`config.mk`:
```
export PLATFORM = sky130hd
export DESIGN_NAME = refresh_scheduler
export DESIGN_NICKNAME = d
export VERILOG_FILES = /design/src/rtl/refresh_scheduler.sv
export SDC_FILE = /design/constraint.sdc
export NUM_CORES = 1
export LEC_CHECK = 0
export CAP_MARGIN = 20
export CORE_MARGIN = 2
export CORE_UTILIZATION = 45
export CTS_BUF_LIST = sky130_fd_sc_hd__clkbuf_2 sky130_fd_sc_hd__clkbuf_4 sky130_fd_sc_hd__clkbuf_8
export DETAILED_ROUTE_END_ITERATION = 8
export GPL_ROUTABILITY_DRIVEN = 0
export PLACE_DENSITY = 0.67
export SKIP_CTS_REPAIR_TIMING = 1
export SYNTH_ARGS = -nofsm -noshare
export SYNTH_HDL_FRONTEND = slang
export SYNTH_SLANG_ARGS = --single-unit
```
`constraint.sdc`:
```
create_clock -name clk -period 3.6 [get_ports clk]
set_input_delay 0.72 -clock clk [delete_from_list [all_inputs] [get_ports clk]]
set_output_delay 0.72 -clock clk [all_outputs]
set_load 0.02 [all_outputs]
```
`src/rtl/refresh_scheduler.sv`:
```
// ---------------------------------------------------------------------------
// refresh_scheduler
//
// Decides when a DRAM controller owes AUTO REFRESH commands. It runs an
// initialisation burst of INIT_REFRESHES refreshes first. After that it keeps
// a periodic interval counter, and each expiry adds one refresh to a
// pending count. The command sequencer pays refreshes back through ref_ack.
//
// Parameters
//   SIZE           width of the interval counter and refresh_period
//   INIT_REFRESHES refreshes owed by the initialisation burst (1..8)
//   URGENT_THRESH  pending level at or above which ref_urgent is raised (1..8)
//
// Ports
//   clk            rising-edge clock
//   rst            asynchronous active-high reset
//   enable         starts the scheduler from IDLE; pauses the counter in RUN
//   refresh_period interval in clk cycles, 0 disables periodic refresh
//   ref_ack        one refresh issued; only counted while ref_req is high
//   ref_req        at least one refresh is owed
//   ref_urgent     pending_count >= URGENT_THRESH
//   pending_count  number of owed refreshes, 0..8
//   init_done      initialisation burst complete
//   overflow       sticky: a periodic tick was lost at pending_count = 8
// ---------------------------------------------------------------------------
module refresh_scheduler #(
  parameter int SIZE           = 16,
  parameter int INIT_REFRESHES = 2,
  parameter int URGENT_THRESH  = 6
) (
  input  logic            clk,
  input  logic            rst,
  input  logic            enable,
  input  logic [SIZE-1:0] refresh_period,
  input  logic            ref_ack,
  output logic            ref_req,
  output logic            ref_urgent,
  output logic [3:0]      pending_count,
  output logic            init_done,
  output logic            overflow
);

  typedef enum logic [1:0] {
    IDLE = 2'd0,
    INIT = 2'd1,
    RUN  = 2'd2
  } state_t;

  localparam logic [3:0]      INIT_VAL    = 4'(INIT_REFRESHES);
  localparam logic [3:0]      URGENT_VAL  = 4'(URGENT_THRESH);
  localparam logic [3:0]      PENDING_MAX = 4'd8;
  localparam logic [SIZE-1:0] ONE         = SIZE'(1);

  state_t          state;
  logic [SIZE-1:0] count;

  logic            ack_ok;
  logic            tick;
  logic            tick_lost;
  logic [3:0]      pend_next;

  // An ack is only meaningful while something is owed, so a stray ack at
  // zero can never underflow the count.
  assign ack_ok = ref_ack && (pending_count != 4'd0);

  // The ">=" compare (not "==") makes a period that is lowered below the
  // current count expire on the next cycle instead of wrapping the counter.
  always_comb begin
    tick = 1'b0;
    if (state == RUN && enable && refresh_period != '0 &&
        count >= refresh_period - ONE) begin
      tick = 1'b1;
    end
  end

  // Next pending level. In RUN, a tick and an accepted ack in the same cycle
  // cancel each other out. A tick that arrives at the ceiling is dropped and
  // flagged.
  always_comb begin
    pend_next = pending_count;
    tick_lost = 1'b0;
    unique case (state)
      IDLE: pend_next = enable ? INIT_VAL : 4'd0;
      INIT: begin
        if (ack_ok) begin
          pend_next = pending_count - 4'd1;
        end
      end
      RUN: begin
        if (tick && !ack_ok) begin
          if (pending_count == PENDING_MAX) begin
            tick_lost = 1'b1;
          end else begin
            pend_next = pending_count + 4'd1;
          end
        end else if (ack_ok && !tick) begin
          pend_next = pending_count - 4'd1;
        end
      end
      default: pend_next = 4'd0;
    endcase
  end

  // Main state register. ref_req and ref_urgent are registered from the
  // next pending level, so they always agree with pending_count and never
  // depend combinationally on the inputs.
  always_ff @(posedge clk or posedge rst) begin
    if (rst) begin
      state         <= IDLE;
      count         <= '0;
      pending_count <= 4'd0;
      ref_req       <= 1'b0;
      ref_urgent    <= 1'b0;
      init_done     <= 1'b0;
      overflow      <= 1'b0;
    end else begin
      pending_count <= pend_next;
      ref_req       <= (pend_next != 4'd0);
      ref_urgent    <= (pend_next >= URGENT_VAL);
      if (tick_lost) begin
        overflow <= 1'b1;
      end

      unique case (state)
        IDLE: begin
          count <= '0;
          if (enable) begin
            state <= INIT;
          end
        end
        INIT: begin
          count <= '0;
          if (ack_ok && pending_count == 4'd1) begin
            state     <= RUN;
            init_done <= 1'b1;
          end
        end
        RUN: begin
          // A zero period parks the counter at 0. A low enable freezes it
          // at its current value.
          if (refresh_period == '0) begin
            count <= '0;
          end else if (enable) begin
            count <= tick ? '0 : count + ONE;
          end
        end
        default: begin
          state <= IDLE;
          count <= '0;
        end
      endcase
    end
  end

endmodule

```
# After elaboration in Yosys (flattened, before gate mapping)
# Cells that the tools add are included.
totals:
  inputBits: 20
  regBits: 26
  output_inout_bits: 8
  word_cells: 54
op_classes:
  addsub: 4
  magnitude_cmp: 2
  n_reduce_logical: 16
  n_bitwise: 1
  eq_ne: 7
  muxes: 17
ops:
  columns: ["op", "count"]
  rows:
  - ["$mux 16", 4]
  - ["$add 16x1->16 const B", 1]
  - ["$ge 16x16->1", 1]
  - ["$logic_not 16->1", 1]
  - ["$mux 4", 4]
  - ["$reduce_bool 16->1", 1]
  - ["$sub 16x1->16 const B", 1]
  - ["$pmux 4 s3", 1]
  - ["$reduce_bool 4->1", 2]
  - ["$logic_and 1x1->1", 7]
  - ["$mux 2", 3]
  - ["$pmux 2 s3", 1]
  - ["$add 4x1->4 const B", 1]
  - ["$eq 4x1->1 const B", 1]
  - ["$eq 4x4->1 const B", 1]
  - ["$ge 4x3->1 const B", 1]
  - ["$mux 1", 4]
  - ["$ne 2x2->1 const B", 2]
  - ["$sub 4x1->4 const B", 1]
  - ["$ne 3x2->1 const B", 1]
  - ["$reduce_and 3->1", 1]
  - ["$eq 2x1->1 const B", 1]
  - ["$eq 2x2->1 const B", 1]
  - ["$logic_not 1->1", 2]
  - ["other kinds (3)", 3]

# Depth between registers and ports, before layout
logic_depth:
  word_depth: 11
  ltp_mapped: 17
  depth_no_buf: 15

# Worst setup path after synthesis
# No wires, ideal clock.
synth_timing:
  kind: "input-to-reg"
  from: "in refresh_period[0]"
  to: "reg ref_req"
  required_time_ns: 3.453
  path_buffers: 0
  path_stages: 15
  arrival_time_ns: 4.086
  setup_slack_ns: -0.634
  setup_ns: 0.147
  path_cell_list: "inv_1 ha_1 or3b_4 or4_4 or3_1 xor2_1 ha_1 and4_1 nand4_1 a311o_1 nand4_1 nand2_1 a311o_1 a31oi_1 nand4_1"
synth_between:
  elab_chain_len: 10
  elab_cells_between_ends: 13
synth_rtl:
  columns: ["element", "line_no", "rtl"]
  rows:
  - ["start, declared", "34", "input logic [SIZE-1:0] refresh_period,"]
  - ["$sub 16x1->16 / $reduce_bool 16->1 (equally long branches)", "71, 70", null]
  - ["$ge 16x16->1 / $logic_and 1x1->1 (equally long branches)", "71, 70", null]
  - ["$logic_and 1x1->1 (*)", "70", "if (state == RUN && enable && refresh_period != '0 &&"]
  - ["$mux 1 (*)", "70", null]
  - ["$logic_not 1->1", "96", "end else if (ack_ok && !tick) begin"]
  - ["$logic_and 1x1->1", "96", null]
  - ["$mux 4", "96", null]
  - ["$mux 4 (*)", "90", "if (tick && !ack_ok) begin"]
  - ["$pmux 4 s3 (*)", "82", "unique case (state)"]
  - ["$reduce_bool 4->1 (*)", "118", "ref_req <= (pend_next != 4'd0);"]
  - ["end signal, assigned", "118", null]
  - ["end, declared", "36", "output logic ref_req,"]
# Every way passes the cells marked *; elsewhere a longest branch is shown, timed or not.
# A chain may end at the register's enable or synchronous reset.

# Final worst setup path
# Ends and elaborated chain as after synthesis.

==> impl_metrics.toml <==
[run_status]
outcome = "complete, but fails checks"
violations = "negative setup slack"

[power]
ir_drop_mv = 0.245
pwr-share-seq_pct = 33.3
comb_power_share_pct = 46.2
powerDensity_nw_per_um2 = 382
switching_share_pct = 37.1
power.internal_uw = 733
p_sw_uw = 433
clockPowerShare_pct = 20.5
p_leak_uw = 0.00142

[final_layout]
diodes = 0
syn_to_final_growth_pct = 41.3
nets = 361
layout-drive-gt1-share_pct = 24.8
multi_input_area_um2 = 1590
seqCellArea_um2 = 651
stdcell_count = 373
final.fill_count = 402

[floorplan]
die_h_um = 73.3
num_rows = 25
ios = 28
fp.dieW_um = 73.3
die_area_um2 = 5380
initial_core_util_pct = 46.1
core_um2 = 4690

[run]
maxCapViolations = 0

[synthesis]
synth_edf_count = 0
ys.flop_type = "dfrtp_1"
ys_top_cells_by_count = "39 x nand2_1, 30 x o21ai_0, 26 x dfrtp_1"
synth.avg_cell_area_um2 = 8.28
synth_area_leaders = "dfrtp_1 30%, ha_1 12%, o21ai_0 6.9%, nand2_1 6.8%, xnor2_1 4.5%"
yosys.area.top_type = "dfrtp_1"
synth_cell_types = 49
synth_warnings = 0
synthCells = 261
synth-seq-cells = 26
synth.most_common_cell = "nand2_1"
synthArstFlopShare_pct = 100
synth.cell_area_um2 = 2160
yosysSeqAreaShare_pct = 30.1
syn-num-nets = 302
yosysTopAreaCellShare_pct = 30.1

[global_route]
grt_max_degree = 27
grt_pass1_wl_mm = 8.22
grtUsageTotal_pct = 19.4
grt_pass1_vias = 1814
antenna_found_initial = 0
grt-ovfl-total = 0

[route]
drt_wl_total_mm = 5.42
via_per_inst = 5.60
post_drt_wl_per_cell_um = 14.5
num_vias = 2089
first_iter_violations = 109
ant_nets = 0
drc = 0
first_pass_iters = 4

[sta]
period_share_pct = 113
slew_viol_final = 0
finalSetupViolations = 23
hold_slack_ns = 0.477
rsz0062_at_grt = "yes"
min_period_ns = 4.08
fin_ws_ns = -0.483
max_freq_mhz = 245
slew-limit-headroom_pct = 48.5
worst_slew_pin_slew_ns = 0.767
hold_viol = 0
clock_skew_ns = 0.00272

[setup_path]
crit_path_end_kind = "flip-flop"
crit_arrival_ns = 4.22
crit_required_ns = 3.73
worstSetupPathType = "input pin to flip-flop"
crit_slowest_cell = "or4_4"
critical_path.top_delay_family = "simple AND/OR/NAND/NOR gates"
critPathMaxFanout = 4
critPathLaunchType = "input pin"
cpMostUsedCell = "nand4_1"
path_cells = "buf_12, inv_12, ha_4, or3b_4, or4_4, or3_4, xor2_1, ha_1, and4_1, nand4_1, a311o_1, nand4_1, nand2_2, a311o_1, a31oi_4, nand4_1"
crit_path_max_incr_delay_ns = 0.51
critical_path_buf_inv_count = 2

[place]
dp_hpwl_mm = 3.91
place_ws_ns = -1.28
port_buffers = 27
placed_cells = 362

[clock_network]
tritoncts = "yes"
clock_latency_ns = 0.27
clockBufferDepth = 2
cts-root-buf = "clkbuf_8"
clkTransAtPathRegs_ns = 0.09
numCtsBuffers = 3
h-tree-depth = 1
clock_sinks = 26

[min_path]
hp-class = "flip-flop to flip-flop"
worst register-to-register path: stages, from the launching register on:
cell and delay (ns):
dfrtp_1 0.44, ha_1 0.33, a21o_1 0.17, a221o_1 0.32
a21oi_1 0.15, nand4_1 0.21, or3_4 0.47, buf_8 0.17
nor2b_1 0.11, o21ai_1 0.07, o31ai_1 0.11
metal layers:
metal  vias to the layer above  part of all wire [%]  track usage [%]  routed length, µm
li1                       1056                     -                -                  -
met1                       987                    45             28.6               2460
met2                        40                    50             29.8               2700
met3                         6                   3.9             3.43                213
met4                         0                  0.96             3.84                 52
met5                         -                     0                0                  0
layout by cell type (no fill, tap or decap), drive strengths merged, types with 8 or more instances in the layout:
cell and count:
and3 9, dfrtp 26, a21oi 8, buf 34, ha 21, clkdlybuf4s50 18, nor2 12, nand2 39
o21ai 31, xnor2 11, nor3 9, inv 14
layout make-up:
class,count,share of cell area (%)
clock buffers,3,1.35
clock inverters,1,0.983
well taps,54,2.21
repair buffers,60,19.6
repair inverters,1,0.205
inverters,13,2.34
multi-input cells,215,52.0
flip-flops and latches,26,21.3
cell families after synthesis:
kind of cell / after synthesis / share of synthesized area, %
AND/OR/NAND/NOR: 113 / 27.7
AO/OA/AOI/OAI: 62 / 18.6
flip-flops: 26 / 30.1
adder cells (fa/ha/maj): 21 / 12.2
buffers and inverters: 20 / 3.59
XOR/XNOR: 18 / 7.29
multiplexers: 1 / 0.521
through the flow:
| step | cell area, µm² | total power (µW) | setup TNS (ns) | utilization, % |
|---|---|---|---|---|
| 6_report | 3050 | 1170 | -6.75 | 65.1 |
| 5_1_grt | 3050 | 1240 | -10.25 | 65.1 |
| 3_5_place_dp | 2720 | 885 | -25.98 | 57.9 |
| 3_3_place_gp | 2720 | 878 | -24.14 | 57.9 |
| 4_1_cts | 2790 | 1130 | -19.36 | 59.4 |
| 2_1_floorplan | 2230 | 714 | -8.68 | - |
state kept, by name, indices dropped and copies added (netlist names):
signal         count
ref_req            1
pending_count      4
count             16
overflow           1
state              2
ref_urgent         1
init_done          1
path summary, 6_finish.rpt:
path                                         from         end  slack [ns]  depth (start not counted)
max in group asynchronous                     rst    count[0]        2.61                          3
worst max register to register           count[9]    count[3]        0.96                         10
worst min register to register           overflow    overflow        0.48                          1
min in group asynchronous                     rst  ref_urgent        0.63                          2
worst min-delay path                     overflow    overflow        0.48                          1
worst max-delay path            refresh_period[0]     ref_req       -0.48                         16
power groups by stage:
stage / Clock, µW / Sequential, µW / Combinational, µW
3_3_place_gp: 0 / 391 / 487
5_1_grt: 258 / 395 / 584
6_report: 240 / 388 / 539
4_1_cts: 246 / 386 / 496
3_5_place_dp: 0 / 392 / 493
2_1_floorplan: 0 / 405 / 309
No activity file was read; power rests on OpenSTA's default activity.
